$ cat src/rtl/mult_round_pipe.sv
// Signed multiply-and-round pipeline with per-sample rounding mode,
// optional output saturation and valid/ready flow control.
// Four stages: operand capture, product, rounded sum + tie detect, LSB fix + clamp.
module mult_round_pipe #(
  parameter int unsigned A_W      = 24,
  parameter int unsigned B_W      = 16,
  parameter int unsigned FRAC_W   = 16,
  parameter int unsigned OUT_W    = 24,
  parameter bit          SATURATE = 1'b1
) (
  input  logic                     clk,
  input  logic                     rst,
  input  logic                     in_valid,
  output logic                     in_ready,
  input  logic signed [A_W-1:0]    a,
  input  logic signed [B_W-1:0]    b,
  input  logic [1:0]               mode,
  output logic                     out_valid,
  input  logic                     out_ready,
  output logic signed [OUT_W-1:0]  z,
  output logic                     sat
);

  localparam int unsigned PW = A_W + B_W;         // exact product width
  localparam int unsigned SW = PW + 1;            // sum width, cannot overflow
  localparam int unsigned RW = PW - FRAC_W + 1;   // rounded result width

  localparam logic [1:0] MODE_TRUNC = 2'd0;
  localparam logic [1:0] MODE_HALF  = 2'd1;
  localparam logic [1:0] MODE_EVEN  = 2'd2;
  localparam logic [1:0] MODE_ODD   = 2'd3;

  // Half-LSB minus one; the extra +1 for half-up / convergent-even rides on carry-in
  localparam logic [SW-1:0] HALF_M1 =
    {{(SW-FRAC_W+1){1'b0}}, {(FRAC_W-1){1'b1}}};

  localparam logic signed [RW-1:0] Z_MAX =
    {{(RW-OUT_W+1){1'b0}}, {(OUT_W-1){1'b1}}};
  localparam logic signed [RW-1:0] Z_MIN =
    {{(RW-OUT_W+1){1'b1}}, {(OUT_W-1){1'b0}}};

  logic                     adv;

  logic                     s1_v;
  logic signed [A_W-1:0]    s1_a;
  logic signed [B_W-1:0]    s1_b;
  logic [1:0]               s1_mode;

  logic                     s2_v;
  logic signed [PW-1:0]     s2_p;
  logic [1:0]               s2_mode;

  logic                     s3_v;
  logic [RW-1:0]            s3_r;
  logic                     s3_tie;
  logic                     s3_lsb;

  logic [SW-1:0]            rnd_c;
  logic                     cin_c;
  logic [SW-1:0]            sum_c;
  logic                     tie_c;

  logic signed [RW-1:0]     r_c;
  logic signed [OUT_W-1:0]  z_c;
  logic                     sat_c;

  // Whole pipeline moves together whenever the output slot is free or draining
  assign adv      = out_ready | ~out_valid;
  assign in_ready = adv;

  // S1: capture operands and mode with the sample
  always_ff @(posedge clk) begin
    if (rst) begin
      s1_v    <= 1'b0;
      s1_a    <= '0;
      s1_b    <= '0;
      s1_mode <= MODE_TRUNC;
    end else if (adv) begin
      s1_v    <= in_valid;
      s1_a    <= a;
      s1_b    <= b;
      s1_mode <= mode;
    end
  end

  // S2: exact signed product
  always_ff @(posedge clk) begin
    if (rst) begin
      s2_v    <= 1'b0;
      s2_p    <= '0;
      s2_mode <= MODE_TRUNC;
    end else if (adv) begin
      s2_v    <= s1_v;
      s2_p    <= PW'(s1_a) * PW'(s1_b);
      s2_mode <= s1_mode;
    end
  end

  // Rounding constant (C operand) plus carry-in, and tie pattern on the discarded bits
  always_comb begin
    rnd_c = '0;
    cin_c = 1'b0;
    tie_c = 1'b0;
    case (s2_mode)
      MODE_HALF, MODE_EVEN: begin
        rnd_c = HALF_M1;
        cin_c = 1'b1;
      end
      MODE_ODD: rnd_c = HALF_M1;
      default: ;
    endcase
    sum_c = SW'(s2_p) + rnd_c + SW'(cin_c);
    if (s2_mode == MODE_EVEN) begin
      tie_c = (sum_c[FRAC_W-1:0] == '0);
    end else if (s2_mode == MODE_ODD) begin
      tie_c = &sum_c[FRAC_W-1:0];
    end
  end

  // S3: shifted sum and tie flag; forced LSB value is mode bit 0 (even -> 0, odd -> 1)
  always_ff @(posedge clk) begin
    if (rst) begin
      s3_v   <= 1'b0;
      s3_r   <= '0;
      s3_tie <= 1'b0;
      s3_lsb <= 1'b0;
    end else if (adv) begin
      s3_v   <= s2_v;
      s3_r   <= sum_c[PW:FRAC_W];
      s3_tie <= tie_c;
      s3_lsb <= s2_mode[0];
    end
  end

  // Convergent LSB fix, then clamp or wrap to the output width
  always_comb begin
    r_c = s3_r;
    if (s3_tie) begin
      r_c[0] = s3_lsb;
    end
    z_c   = r_c[OUT_W-1:0];
    sat_c = 1'b0;
    if (SATURATE) begin
      if (r_c > Z_MAX) begin
        z_c   = Z_MAX[OUT_W-1:0];
        sat_c = 1'b1;
      end else if (r_c < Z_MIN) begin
        z_c   = Z_MIN[OUT_W-1:0];
        sat_c = 1'b1;
      end
    end
  end

  // S4: output registers, held while downstream stalls
  always_ff @(posedge clk) begin
    if (rst) begin
      out_valid <= 1'b0;
      z         <= '0;
      sat       <= 1'b0;
    end else if (adv) begin
      out_valid <= s3_v;
      z         <= z_c;
      sat       <= sat_c;
    end
  end

endmodule

$ cat config.mk
export PLATFORM = sky130hd
export DESIGN_NAME = mult_round_pipe
export DESIGN_NICKNAME = d
export VERILOG_FILES = /design/src/rtl/mult_round_pipe.sv
export SDC_FILE = /design/constraint.sdc
export NUM_CORES = 1
export LEC_CHECK = 0
export BUFFER_PORTS_ARGS = -buffer_cell sky130_fd_sc_hd__buf_2
export CORE_ASPECT_RATIO = 1.5
export CORE_MARGIN = 2
export CORE_UTILIZATION = 55
export CTS_CLUSTER_DIAMETER = 200
export DETAILED_ROUTE_END_ITERATION = 8
export GPL_TIMING_DRIVEN = 0
export PLACE_DENSITY = 0.7
export SETUP_SLACK_MARGIN = 0.1
export SYNTH_ARGS = -nofsm -noshare
export SYNTH_HDL_FRONTEND = slang
export SYNTH_SLANG_ARGS = --single-unit
$ cat constraint.sdc
create_clock -name clk -period 11.8 [get_ports clk]
set_input_delay 1.18 -clock clk [delete_from_list [all_inputs] [get_ports clk]]
set_output_delay 1.18 -clock clk [all_outputs]
set_load 0.02 [all_outputs]
==> flow_summary.json <==
{
  "cts_setup_buffers": 0,
  "ios": 73,
  "numPortBuffers": 71,
  "dpl.hpwl_um": 50000,
  "die_h_um": 238,
  "die_area_um2": 38200,
  "grt_start_max_net_pins": 18,
  "rr_startpoint": "s1_b[4]",
  "synth.ff_latch_count": 140,
  "clockRootBuffer": "clkbuf_16",
  "cap_violations": 0,
  "grt_use_met2_pct": 59.1,
  "ys_types": 67,
  "num_vias": 16500,
  "syn2layout_area_growth_pct": 7.79,
  "hold_viol": 0,
  "synth_top_area_cell": "fa_1",
  "yosysMostFrequentCell": "inv_1",
  "grt_pass1_wl_um": 96400,
  "grt_use_met1_pct": 37.4,
  "antenna_found_initial": 1,
  "grt_pass1_vias": 17700,
  "layout-drive-gt1-share_pct": 4.72,
  "ir_worst_vdd_uv": 89.9,
  "cp_cell_sequence": "clkbuf_1 -> nand2_1 -> fa_1 -> inv_1 -> fa_1 -> fa_1 -> fa_1 -> fa_1 -> inv_1 -> fa_1 -> inv_1 -> ha_1 -> clkbuf_1 -> and3_1 -> nand3_1 -> a21oi_1 -> nor3_1 -> a211o_1 -> o21ai_0 -> xor2_1 -> a22o_1",
  "crit_top_cell": "fa_1",
  "startpoint_type": "flop",
  "critPathMaxStageDelay_ps": 960,
  "ys_top_cells_by_count": "inv_1 (467), nand2_1 (388), fa_1 (375)",
  "final_util_pct": 60.3,
  "start_util_pct": 55.9,
  "arrival_ps": 8120,
  "synth.cell_area_um2": 20200,
  "cts_sinks": 140,
  "grtUsageMet3_pct": 6.24,
  "synth_cells": 2375,
  "grt.total_usage_pct": 33.4,
  "antenna_left": 0,
  "yosys_warnings": 0,
  "ys_async_sr_fraction_pct": 0,
  "vias_per_cell": 5.58,
  "holdBufCountCts": 0,
  "htreeDepth": 4,
  "first_iter_violations": 1068,
  "finalWirelength_um": 61000,
  "slew_viol_final": 0,
  "grt_overflow_total": 0,
  "hp-class": "flop to flop",
  "core_um2": 36100,
  "firstDrtPassIters": 5,
  "critPathLaunch": "s1_b[4]",
  "cp-end-kind": "flop",
  "finalWeightedCongestion": 0.988,
  "timing.final.crit_share_pct": 65.9,
  "cts_tree": "built",
  "cts.path.max_buffers": 2,
  "slowest_stage": "fa_1",
  "clock.fmax_ghz": 0.129,
  "drc_errors": 0,
  "clk_pin_slew_ps": 70,
  "fin_tns_setup_ps": 0,
  "period_minus_slack_ps": 7770,
  "die_x_um": 160,
  "yosysSeqAreaShare_pct": 13.9,
  "crit_fanout": 10,
  "power_leakage_nw": 10.5,
  "whs_ps": 457,
  "fin_worst_skew_ps": 14.4,
  "synth_edf_count": 0,
  "required_ps": 12140,
  "ctsResizeCount": 0,
  "yosys.area.top_type_share_pct": 37.2,
  "cts_made_buffers": 17,
  "p_per_area_nw_per_um2": 140,
  "rsz0062_at_grt": "false",
  "wl_per_cell_um": 20.6,
  "setup_viol": 0,
  "synthFlopType": "dfxtp_1",
  "tightestPinTransition_ps": 961,
  "avgSynthCellArea_um2": 8.49,
  "nNetsFinal": 3002,
  "hp-start": "s1_mode[1]",
  "relSlewSlack_pct": 35.9,
  "syn_nets": 2912,
  "critPathKind": "flop to flop",
  "rows": 85,
  "clock_latency_ps": 450,
  "outcome": "finished clean",
  "ys_top_cells_by_area": "fa_1 (37%), dfxtp_1 (14%), inv_1 (8.7%)",
  "busiest_layer": "met2"
}
-- cells in the final DEF, fill, tap and decap left out, types with 9 or more instances in the layout --
cell type  count
clkbuf_1     105
a21oi_1      153
and3_1        19
ha_1         116
xnor2_1       49
inv_1        467
a211oi_1      20
a211o_1        9
and2_1       158
buf_2         72
fa_1         375
nand2b_1      15
nand3_1       26
nand2_1      388
clkbuf_16     17
o21ai_0       67
nand4_1        9
nor2_1        92
a21o_1        18
dfxtp_1      140
xor2_1        24
-- cell type report --
| type | count | area (µm²) |
|---|---|---|
| flip-flops and latches | 140 | 2800 |
| well taps | 478 | 598 |
| diodes | 1 | 2.50 |
| inverters | 468 | 1760 |
| repair buffers | 71 | 355 |
| fillers | 3264 | 14300 |
| clock buffers | 17 | 425 |
| plain buffers | 114 | 429 |
| multi-input cells | 1653 | 15200 |
| clock inverters | 15 | 189 |
-- critical path: cells and delay by family (launching register included) --
| family | cells | cell delay [ps] |
|---|---|---|
| AND/OR/NAND/NOR | 4 | 810 |
| buffers and inverters | 5 | 1180 |
| AO/OA/AOI/OAI | 4 | 1030 |
| XOR/XNOR | 1 | 100 |
| adder cells (fa/ha/maj) | 7 | 3970 |
| flip-flops | 1 | 580 |
-- where the power goes --
| group | leakage, nW | internal, mW | total [mW] | switching [mW] |
|---|---|---|---|---|
| clock | 0.298 | 0.306 | 0.567 | 0.261 |
| combinational | 9.07 | 0.732 | 1.80 | 1.07 |
| sequential | 1.16 | 0.566 | 0.661 | 0.0952 |
-- cells by family (layout without fill, tap and decap cells) --
| kind of cell | count (synthesis) | after routing | synth area share (%) |
|---|---|---|---|
| flip-flops | 140 | 140 | 13.9 |
| adder cells (fa/ha/maj) | 492 | 492 | 44.5 |
| XOR/XNOR | 74 | 74 | 3.25 |
| buffers and inverters | 582 | 685 | 10.8 |
| AND/OR/NAND/NOR | 749 | 749 | 17.3 |
| AO/OA/AOI/OAI | 335 | 335 | 10.0 |
| other | 0 | 1 | 0 |
| multiplexers | 3 | 3 | 0.149 |
-- per-layer routing --
metal / wire length (µm) / part of all wire (%)
met5: 0 / 0
met4: 4460 / 7.3
met3: 4690 / 7.7
met2: 30200 / 50
met1: 21600 / 35
-- registers in the layout, indices dropped and copies added (netlist names) --
| signal | count |
|---|---|
| s3_lsb | 1 |
| s1_b | 16 |
| s1_mode | 2 |
| s1_a | 24 |
| s3_tie | 1 |
| s1_v | 1 |
| s3_r | 25 |
| s2_p | 40 |
| s3_v | 1 |
| sat | 1 |
| s2_mode | 2 |
| s2_v | 1 |
| out_valid | 1 |
| z | 24 |
-- per-stage QoR --
| step | power [mW] | area (µm²) | instances | worst slack [ps] |
|---|---|---|---|---|
| detailed placement | 2.44 | 21100 | 2924 | 4180 |
| finish | 3.03 | 21700 | 2957 | 4030 |
| global placement | 2.40 | 21100 | 2924 | 4260 |
| floorplan | 1.97 | 20200 | 2375 | 5460 |
| CTS | 3.02 | 21700 | 2956 | 4160 |
| global route | 3.28 | 21700 | 2957 | 3720 |
-- final timing paths --
kind | depth (start not counted) | slack (ps) | to
hold / removal | 2 | 460 | s1_mode[1]
setup reg to reg | 21 | 4030 | s2_p[38]
hold reg to reg | 2 | 460 | s1_mode[1]
setup / recovery | 21 | 4030 | s2_p[38]
Power figures use the tool's default switching activity.
